<file path="src/rtl/rs232tx_if.sv">
// Bus-side port group of the buffered serial transmitter: write strobe and data
// in, FIFO status out.
interface rs232tx_if #(
   parameter int FIFO_LOG2 = 4
) ();
   logic [7:0]         transmit_data;
   logic               we;
   logic               clear_overrun;
   logic               busy;
   logic               full;
   logic [FIFO_LOG2:0] level;
   logic               overrun;

   modport master (
      output transmit_data, we, clear_overrun,
      input  busy, full, level, overrun
   );

   modport slave (
      input  transmit_data, we, clear_overrun,
      output busy, full, level, overrun
   );
endinterface

</file>
<file path="src/rtl/rs232tx.sv">
// Buffered serial transmitter: bytes are queued in a FIFO and shifted out LSB
// first with an elaboration-time character format and a run-time bit divisor.
//
// state    | meaning
// S_IDLE   | line high, waiting for a FIFO entry
// S_START  | start bit (line low)
// S_DATA   | DATA_BITS data bits, LSB first
// S_PARITY | parity bit (only reachable when PARITY != 0)
// S_STOP   | STOP_BITS stop bits (line high)
module rs232tx #(
   parameter int DATA_BITS = 8,
   parameter int PARITY    = 0,
   parameter int STOP_BITS = 1,
   parameter int FIFO_LOG2 = 4,
   parameter int DIV_WIDTH = 16
) (
   input  logic                 clock,
   input  logic                 reset_n,
   input  logic [DIV_WIDTH-1:0] divisor,
   rs232tx_if.slave             bus,
   output logic                 serial_out
);

   localparam int                 DEPTH      = 1 << FIFO_LOG2;
   localparam logic [FIFO_LOG2:0] LEVEL_FULL = {1'b1, {FIFO_LOG2{1'b0}}};
   localparam logic [DIV_WIDTH-1:0] DIV_ONE  = DIV_WIDTH'(1);
   localparam logic [DIV_WIDTH-1:0] DIV_MIN  = DIV_WIDTH'(2);
   localparam logic [2:0]         LAST_DATA  = 3'(DATA_BITS - 1);
   localparam logic [2:0]         LAST_STOP  = 3'(STOP_BITS - 1);

   typedef enum logic [2:0] {
      S_IDLE,
      S_START,
      S_DATA,
      S_PARITY,
      S_STOP
   } state_t;

   logic [DATA_BITS-1:0] mem [DEPTH];
   logic [FIFO_LOG2-1:0] wr_ptr_q;
   logic [FIFO_LOG2-1:0] rd_ptr_q;
   logic [FIFO_LOG2:0]   level_q;
   logic                 overrun_q;

   state_t               state_q;
   logic                 serial_q;
   logic [DATA_BITS-1:0] shift_q;
   logic                 parity_q;
   logic [DIV_WIDTH-1:0] div_q;
   logic [DIV_WIDTH-1:0] cnt_q;
   logic [2:0]           bit_q;

   logic                 full;
   logic                 push;
   logic                 pop;
   logic                 bit_end;
   logic                 last_stop;
   logic [DATA_BITS-1:0] head;
   logic                 head_par;
   logic [DIV_WIDTH-1:0] div_eff;

   assign full      = (level_q == LEVEL_FULL);
   assign push      = bus.we && !full;
   assign bit_end   = (cnt_q == '0);
   assign last_stop = (state_q == S_STOP) && bit_end && (bit_q == LAST_STOP);
   // A pop happens either from idle or on the very edge the last stop bit ends.
   assign pop       = (level_q != '0) && ((state_q == S_IDLE) || last_stop);
   assign head      = mem[rd_ptr_q];
   assign head_par  = (^head) ^ (PARITY == 1);
   assign div_eff   = (divisor < DIV_MIN) ? DIV_MIN : divisor;

   assign bus.full    = full;
   assign bus.level   = level_q;
   assign bus.overrun = overrun_q;
   assign bus.busy    = (state_q != S_IDLE) || (level_q != '0);
   assign serial_out  = serial_q;

   always_ff @(posedge clock) begin
      if (push) begin
         mem[wr_ptr_q] <= bus.transmit_data[DATA_BITS-1:0];
      end
   end

   always_ff @(posedge clock or negedge reset_n) begin
      if (!reset_n) begin
         wr_ptr_q  <= '0;
         rd_ptr_q  <= '0;
         level_q   <= '0;
         overrun_q <= 1'b0;
      end else begin
         if (push) begin
            wr_ptr_q <= wr_ptr_q + 1'b1;
         end
         if (pop) begin
            rd_ptr_q <= rd_ptr_q + 1'b1;
         end
         if (push && !pop) begin
            level_q <= level_q + 1'b1;
         end else if (!push && pop) begin
            level_q <= level_q - 1'b1;
         end
         if (bus.we && full) begin
            overrun_q <= 1'b1;
         end else if (bus.clear_overrun) begin
            overrun_q <= 1'b0;
         end
      end
   end

   always_ff @(posedge clock or negedge reset_n) begin
      if (!reset_n) begin
         state_q  <= S_IDLE;
         serial_q <= 1'b1;
         shift_q  <= '0;
         parity_q <= 1'b0;
         div_q    <= '0;
         cnt_q    <= '0;
         bit_q    <= '0;
      end else if (pop) begin
         state_q  <= S_START;
         serial_q <= 1'b0;
         shift_q  <= head;
         parity_q <= head_par;
         div_q    <= div_eff;
         cnt_q    <= div_eff - DIV_ONE;
         bit_q    <= '0;
      end else begin
         case (state_q)
            S_IDLE: begin
               serial_q <= 1'b1;
            end
            S_START: begin
               if (bit_end) begin
                  state_q  <= S_DATA;
                  serial_q <= shift_q[0];
                  shift_q  <= shift_q >> 1;
                  cnt_q    <= div_q - DIV_ONE;
                  bit_q    <= '0;
               end else begin
                  cnt_q <= cnt_q - DIV_ONE;
               end
            end
            S_DATA: begin
               if (bit_end) begin
                  cnt_q <= div_q - DIV_ONE;
                  if (bit_q == LAST_DATA) begin
                     bit_q <= '0;
                     if (PARITY != 0) begin
                        state_q  <= S_PARITY;
                        serial_q <= parity_q;
                     end else begin
                        state_q  <= S_STOP;
                        serial_q <= 1'b1;
                     end
                  end else begin
                     bit_q    <= bit_q + 3'd1;
                     serial_q <= shift_q[0];
                     shift_q  <= shift_q >> 1;
                  end
               end else begin
                  cnt_q <= cnt_q - DIV_ONE;
               end
            end
            S_PARITY: begin
               if (bit_end) begin
                  state_q  <= S_STOP;
                  serial_q <= 1'b1;
                  cnt_q    <= div_q - DIV_ONE;
                  bit_q    <= '0;
               end else begin
                  cnt_q <= cnt_q - DIV_ONE;
               end
            end
            S_STOP: begin
               if (bit_end) begin
                  if (bit_q == LAST_STOP) begin
                     state_q  <= S_IDLE;
                     serial_q <= 1'b1;
                  end else begin
                     bit_q <= bit_q + 3'd1;
                     cnt_q <= div_q - DIV_ONE;
                  end
               end else begin
                  cnt_q <= cnt_q - DIV_ONE;
               end
            end
            default: begin
               state_q  <= S_IDLE;
               serial_q <= 1'b1;
            end
         endcase
      end
   end

endmodule

</file>
<file path="src/flat_wrapper.sv">
// flat-port wrapper written by rule: the top's interface ports become plain ports
module rs232tx_flat 
#(
   parameter int DATA_BITS = 8,
   parameter int PARITY    = 0,
   parameter int STOP_BITS = 1,
   parameter int FIFO_LOG2 = 4,
   parameter int DIV_WIDTH = 16
)
  (clock, reset_n, divisor, serial_out, bus_transmit_data, bus_we, bus_clear_overrun, bus_busy, bus_full, bus_level, bus_overrun);
  rs232tx_if #(.FIFO_LOG2(FIFO_LOG2)) bus_i ();
  input  logic clock;
  input  logic reset_n;
  input  logic [DIV_WIDTH-1:0] divisor;
  output logic serial_out;
  input wire logic [$bits(bus_i.transmit_data)-1:0] bus_transmit_data;
  input wire logic [$bits(bus_i.we)-1:0] bus_we;
  input wire logic [$bits(bus_i.clear_overrun)-1:0] bus_clear_overrun;
  output wire logic [$bits(bus_i.busy)-1:0] bus_busy;
  output wire logic [$bits(bus_i.full)-1:0] bus_full;
  output wire logic [$bits(bus_i.level)-1:0] bus_level;
  output wire logic [$bits(bus_i.overrun)-1:0] bus_overrun;
  assign bus_i.transmit_data = bus_transmit_data;
  assign bus_i.we = bus_we;
  assign bus_i.clear_overrun = bus_clear_overrun;
  assign bus_busy = bus_i.busy;
  assign bus_full = bus_i.full;
  assign bus_level = bus_i.level;
  assign bus_overrun = bus_i.overrun;
  rs232tx #(.DATA_BITS(DATA_BITS), .PARITY(PARITY), .STOP_BITS(STOP_BITS), .FIFO_LOG2(FIFO_LOG2), .DIV_WIDTH(DIV_WIDTH)) u_core (.clock(clock), .reset_n(reset_n), .divisor(divisor), .bus(bus_i), .serial_out(serial_out));
endmodule
</file>
<file path="config.mk">
export PLATFORM = sky130hd
export DESIGN_NAME = rs232tx_flat
export DESIGN_NICKNAME = d
export VERILOG_FILES = /design/src/rtl/rs232tx_if.sv /design/src/rtl/rs232tx.sv /design/src/flat_wrapper.sv
export SDC_FILE = /design/constraint.sdc
export NUM_CORES = 1
export LEC_CHECK = 0
export BUFFER_PORTS_ARGS = -buffer_cell sky130_fd_sc_hd__buf_2
export CAP_MARGIN = 20
export CORE_MARGIN = 1
export CORE_UTILIZATION = 40
export CTS_CLUSTER_SIZE = 14
export DETAILED_ROUTE_END_ITERATION = 12
export GPL_TIMING_DRIVEN = 0
export PLACE_DENSITY = 0.53
export SLEW_MARGIN = 15
export SYNTH_ARGS = -nofsm -noshare
export SYNTH_HDL_FRONTEND = slang
export SYNTH_SLANG_ARGS = --single-unit
export TNS_END_PERCENT = 50
</file>
<file path="constraint.sdc">
create_clock -name clock -period 10.9 [get_ports clock]
set_clock_uncertainty 0.2 [all_clocks]
set_input_delay 1.09 -clock clock [delete_from_list [all_inputs] [get_ports clock]]
set_output_delay 1.09 -clock clock [all_outputs]
set_load 0.005 [all_outputs]
</file>
* Word-level counts from Yosys, hierarchy flattened
Memory sizes are Yosys's and may differ from the RTL's.
Cells that the tools add are included.
** Storage, ports and cells
- Register bits :: 61
- RAM bits :: 128
- Input port bits :: 28
- Output and inout bits :: 9
- Word-level logic and storage cells :: 106
- Memories kept :: 1
** Operators by class
- Add/subtract/negate cells :: 8
- Order comparisons :: 1
- Eq/ne operators :: 17
- Muxes and demuxes :: 40
- Reduce and logical (&&, ||, !) cells :: 29
** Memories
- u_core.mem :: words 16, width 8, read ports 1, clocked after memory_dff 0, wr ports 1, line rs232tx.sv:39 : logic [DATA_BITS-1:0] mem [DEPTH];
** Operators with widths (number)
- two-way mux 16 bit :: 5
- subtractor 16 x 1 -> 16 bit (second input constant) :: 3
- two-way mux 3 bit :: 13
- two-way mux 8 bit :: 4
- one-hot mux 16 bit (2 select lines) :: 1
- inequality test 3 x 1 -> 1 bit (second input constant) :: 6
- logical NOT 16 bit :: 1
- < comparator 16 x 2 -> 1 bit (second input constant) :: 1
- one-hot mux 8 bit (2 select lines) :: 1
- one-hot mux 3 bit (5 select lines) :: 1
- two-way mux 1 bit :: 11
- two-way mux 5 bit :: 2
- AND reduction 5 bit :: 2
- inequality test 3 x 2 -> 1 bit (second input constant) :: 3
- one-hot mux 3 bit (3 select lines) :: 1
- nonzero test 3 bit :: 3
- adder 4 x 1 -> 4 bit (second input constant) :: 2
- logical AND 1 bit :: 7
- AND reduction 7 bit :: 1
- == test 3 x 2 -> 1 bit (second input constant) :: 2
- == test 3 bit (second input constant) :: 2
- logical NOT 3 bit :: 2
- adder 5 x 1 -> 5 bit (second input constant) :: 1
- == test 5 bit (second input constant) :: 1
- 15 further kinds :: 19

* Depth between registers and ports, before layout
- Depth after elaboration :: 8
- Mapped depth :: 16
- Depth with buffers taken out :: 14

* Worst setup path before layout
OpenSTA, ideal clock, no wires.
- Path kind :: register to register
- From :: reg u_core.level_q[1] (netlist: u_core.bus.level[1])
- To :: reg u_core.level_q[4] (netlist: u_core.bus.level[4])
- Library setup time :: 0.123 ns
- Arrival time :: 3.420 ns
- Required time :: 10.577 ns
- Setup slack :: 7.157 ns
- Cell stages (with the launch flop) :: 15
- Path buffers :: 2
- Period minus slack after synthesis :: 3.743 ns
- Cells stage by stage :: dfrtp_1 -> or4_1 -> o21ai_1 -> o31ai_4 -> inv_4 -> buf_1 -> clkbuf_1 -> ha_1 -> inv_1 -> fa_1 -> a21o_1 -> a21oi_1 -> xnor2_1 -> nor2_1 -> xnor2_1
** Between the ends
- Word-level cells in the longest chain between the ends :: 6
- Elaborated cells on any way between the ends :: 14
- Those cells by class :: add/sub (2); eq/ne (1); mux (2); reduce/logical (9)
** RTL lines
- from (decl) :: line rs232tx.sv:42 : logic [FIFO_LOG2:0] level_q;
- from (signal assigned) :: line rs232tx.sv:98 : level_q <= level_q + 1'b1;
- from (signal assigned) :: line rs232tx.sv:100 : level_q <= level_q - 1'b1;
- parallel branches: the longest is 6 deep, another holds subtractor 5 x 1 -> 5 bit
Several ways; the timed one is not identified. The select of a mux whose other input is x is not followed.
A chain may end at the register's enable or synchronous reset.

* Final worst setup path
- From :: reg u_core.cnt_q[15]
- To :: reg u_core.cnt_q[14]
** Between the ends
- Word-level cells in the longest chain between the ends :: 7
- Elaborated cells on any way between the ends :: 12
- Those cells by class :: eq/ne (1); mux (4); reduce/logical (7)
** RTL lines
- from (decl) :: line rs232tx.sv:50 : logic [DIV_WIDTH-1:0] cnt_q;
- from (signal assigned) :: line rs232tx.sv:125 : cnt_q <= div_eff - DIV_ONE;
- from (signal assigned) :: line rs232tx.sv:137 : cnt_q <= div_q - DIV_ONE;
- from (signal assigned) :: line rs232tx.sv:140 : cnt_q <= cnt_q - DIV_ONE;
- logical NOT 16 bit * :: line rs232tx.sv:64 : assign bit_end = (cnt_q == '0);
- logical AND 1 bit (2 in a row) :: line rs232tx.sv:65 : assign last_stop = (state_q == S_STOP) && bit_end && (bit_q == LAST_STOP);
- logical OR 1 bit :: line rs232tx.sv:67 : assign pop = (level_q != '0) && ((state_q == S_IDLE) || last_stop);
- logical AND 1 bit :: line rs232tx.sv:67
- inequality test 4 x 3 -> 1 bit (no source line) or nonzero test 3 bit (tied branches)
- AND reduction 2 bit (no source line)
Mark *: on every way between the ends. The rest lies on a longest branch, timed or not.

==> summary.md <==
| Metric | Value |
|---|---|
| Max clock buf depth | `2` |
| CTS resizes | `0` |
| Seq/Total Area, Yosys | `62.9%` |
| Post-CTS Setup Bufs | `0` |
| First-pass GRT wire length | `30.8 mm` |
| Final hold violation count | `0` |
| Detailed placer's ending HPWL | `13.8 mm` |
| Cell Area, Synth | `0.00854 mm²` |
| WHS Endpoint | `u_core.div_q[14]` |
| Final period utilization | `45.8%` |
| Syn Nets | `654` |
| Clock transition at path regs | `70 ps` |
| Fin crit period | `4990 ps` |
| DRT Pass-1 Iters | `5` |
| Leak | `3.54 nW` |
| Vias per std cell | `5.53` |
| Outcome | `completed` |
| Syn avg cell area | `14.0 µm²` |
| Slew margin rel. | `39.1%` |
| R2r endpoint | `u_core.cnt_q[14]` |
| Post-route setup TNS | `0 ps` |
| Hold depth | `2` |
| Worst r2r src | `u_core.cnt_q[15]` |
| CTS Hold Bufs | `0` |
| Die area | `0.0219 mm²` |
| Most used flip-flop cell after synthesis | `edfxtp_1` |
| Tot GR Track Use | `19.1%` |
| Number of CTS-inserted buffers | `17` |
| Yosys top cell area share | `45.0%` |
| Core area | `0.0210 mm²` |
| Yosys cell types | `61` |
| Multi-input logic area | `0.00301 mm²` |
| Worst EP required | `11050 ps` |
| FILL cells | `1886` |
| Vias in the first global route | `5401` |
| PortBufs | `36` |
| Worst VDD drop | `0.110 mV` |
| Achievable Freq | `200 MHz` |
| Synth warnings | `0` |
| # rows | `53` |
| Routability Congestion | `0.839` |
| Async SR Flop Fraction | `32.3%` |
| Worst setup path start | `u_core.cnt_q[15]` |
| Min-Delay Startpoint | `u_core.div_q[14]` |
| Total wire length | `19.8 mm` |
| Crit path DAT | `5130 ps` |
| CTS tree | `done` |
| Largest net degree at the start of global routing | `35` |
| Synth area leaders | `edfxtp_1, dfrtp_1, mux4_2` |
| Tightest Pin Transition | `911 ps` |
| H-tree levels | `4` |
| Type of the worst min-delay path | `flop to flop` |
| CTS sink cnt | `189` |
| Unrepaired setup endpoints after global routing | `false` |
| Max Cap Viol | `0` |
| Die height | `148 µm` |
| Layout cells sized above 1 | `20.1%` |
| R2r worst-path depth | `13` |
| Final Setup Violations | `0` |
| CTS root buffer | `clkbuf_16` |
| Initial antenna violation count | `0` |
| Worst skew pair latency | `430 ps` |
| FF/Latch Area | `0.00537 mm²` |
| Startpoint Class | `flop` |
| Reg2Reg Setup Slack | `5910 ps` |
| Routed WL per cell | `20.6 µm` |
| Final hold slack | `288 ps` |
| Routed Antenna Nets | `0` |
| Fin nets | `714` |
| Synth-to-Final Area Change | `14.0%` |
| Remaining DRCs | `0` |
| Post-synth EDFFs | `128` |
| Synth area leader | `edfxtp_1` |
| Power Density | `235 mW/mm²` |
| Initial Util | `40.8%` |
| CP endpoint kind | `flop` |
| Initial drt markers | `302` |
| Critical Path Fanout Max | `10` |
| Seq cells post-synth | `189` |
| Crit Path Category | `flop to flop` |
| Die width | `148 µm` |
| Total via count in the routed design | `5304` |
| IO Pins | `37` |
| N_diodes | `0` |
| Gr ovfl total | `0` |
| Max Slew Vio Count | `0` |
| Post-synthesis cell count | `612` |
flip-flops by register name, indices dropped and copies added, names as in the netlist, 4 cells and up:
| register | flops |
|---|---|
| u_core.mem | 128 |
| u_core.wr_ptr_q | 4 |
| u_core.bus.level | 5 |
| u_core.rd_ptr_q | 4 |
| u_core.shift_q | 8 |
| u_core.div_q | 16 |
| u_core.cnt_q | 16 |
cells in the final DEF, fill, tap and decap left out, drive strengths merged, types with 5 or more instances in the layout:
cell type / instances
nand2: 83
dfrtp: 60
mux4: 40
o31ai: 5
clkinv: 5
xnor2: 13
mux2i: 17
clkbuf: 35
nor2: 41
inv: 22
ha: 13
nand4: 6
nor4: 10
a22o: 5
edfxtp: 128
a31oi: 5
a21oi: 19
xor2: 6
o21ai: 40
nor3: 13
nand2b: 5
buf: 55
synth_stat cells (all sizes together), types with 3 or more instances:
cell type	count
edfxtp	128
nand2	83
dfrtp	60
nor2	41
mux4	40
o21ai	40
a21oi	19
clkbuf	17
mux2i	17
buf	14
inv	14
ha	13
nor3	13
xnor2	13
nor4	10
nand4	6
xor2	6
a22o	5
a31oi	5
nand2b	5
o31ai	5
a21o	4
nand3	4
or2	4
or3	4
a211o	3
and3	3
or4	3
worst max-delay path, cell delays in order, from the launching register on:
cell and delay, ps:
dfrtp_1 410, nor4_2 540, nand4_2 400, o31ai_4 540, clkbuf_1 520, buf_2 350
buf_2 300, nor2_1 100, nor2_1 100, ha_1 150, clkbuf_1 320, nand3_1 320
or3_1 440, a31oi_1 190
per-layer routing:
metal | vias up | GRT usage (%) | wire length [µm]
li1 | 2448 | - | -
met1 | 2699 | 23.7 | 8350
met2 | 135 | 33.6 | 10300
met3 | 22 | 3.90 | 770
met4 | 0 | 5.67 | 310
met5 | - | 0 | 0
report_power, final:
| part | leakage (nW) | total (mW) | internal (mW) | switching [mW] |
|---|---|---|---|---|
| Clock | 0.292 | 0.630 | 0.329 | 0.301 |
| Combinational | 1.35 | 0.665 | 0.307 | 0.358 |
| Sequential | 1.90 | 0.994 | 0.902 | 0.0920 |
stage by stage:
stage | utilization (%) | area [µm²] | power, mW | cells | worst slack [ps]
CTS | 46.5 | 9740 | 2.31 | 960 | 5940
detailed placement | 43.6 | 9140 | 1.68 | 928 | 5980
global route | 46.5 | 9740 | 2.41 | 960 | 5660
floorplan | - | 8540 | 1.47 | 612 | 7160
global placement | 43.3 | 9070 | 1.66 | 923 | 6050
finish | 46.5 | 9740 | 2.29 | 960 | 5910
worst max path at each step:
stage / end / slack (ps) / cells past startpoint
after floorplan: u_core.bus.level[4] / 7160 / 14
after global placement: u_core.cnt_q[14] / 6050 / 13
after detailed placement: u_core.cnt_q[14] / 5980 / 13
after CTS: u_core.cnt_q[14] / 5940 / 13
after global routing: u_core.cnt_q[14] / 5660 / 13
final: u_core.cnt_q[14] / 5910 / 13
cells by family after synthesis:
logic type,share of synthesized area (%)
buffers and inverters,2.15
adder cells (fa/ha/maj),2.14
AND/OR/NAND/NOR,10.1
XOR/XNOR,1.95
AO/OA/AOI/OAI,7.79
multiplexers,12.9
flip-flops,62.9
final cells by class:
class | count | area share [%]
tap | 275 | 3.53
inverter | 14 | 0.565
clock inverter | 14 | 1.73
sequential | 189 | 55.2
timing repair buffer | 41 | 2.39
clock buffer | 18 | 4.41
buffer | 31 | 1.32
multi-input combinational | 378 | 30.9
No activity file was read; power rests on OpenSTA's default activity.
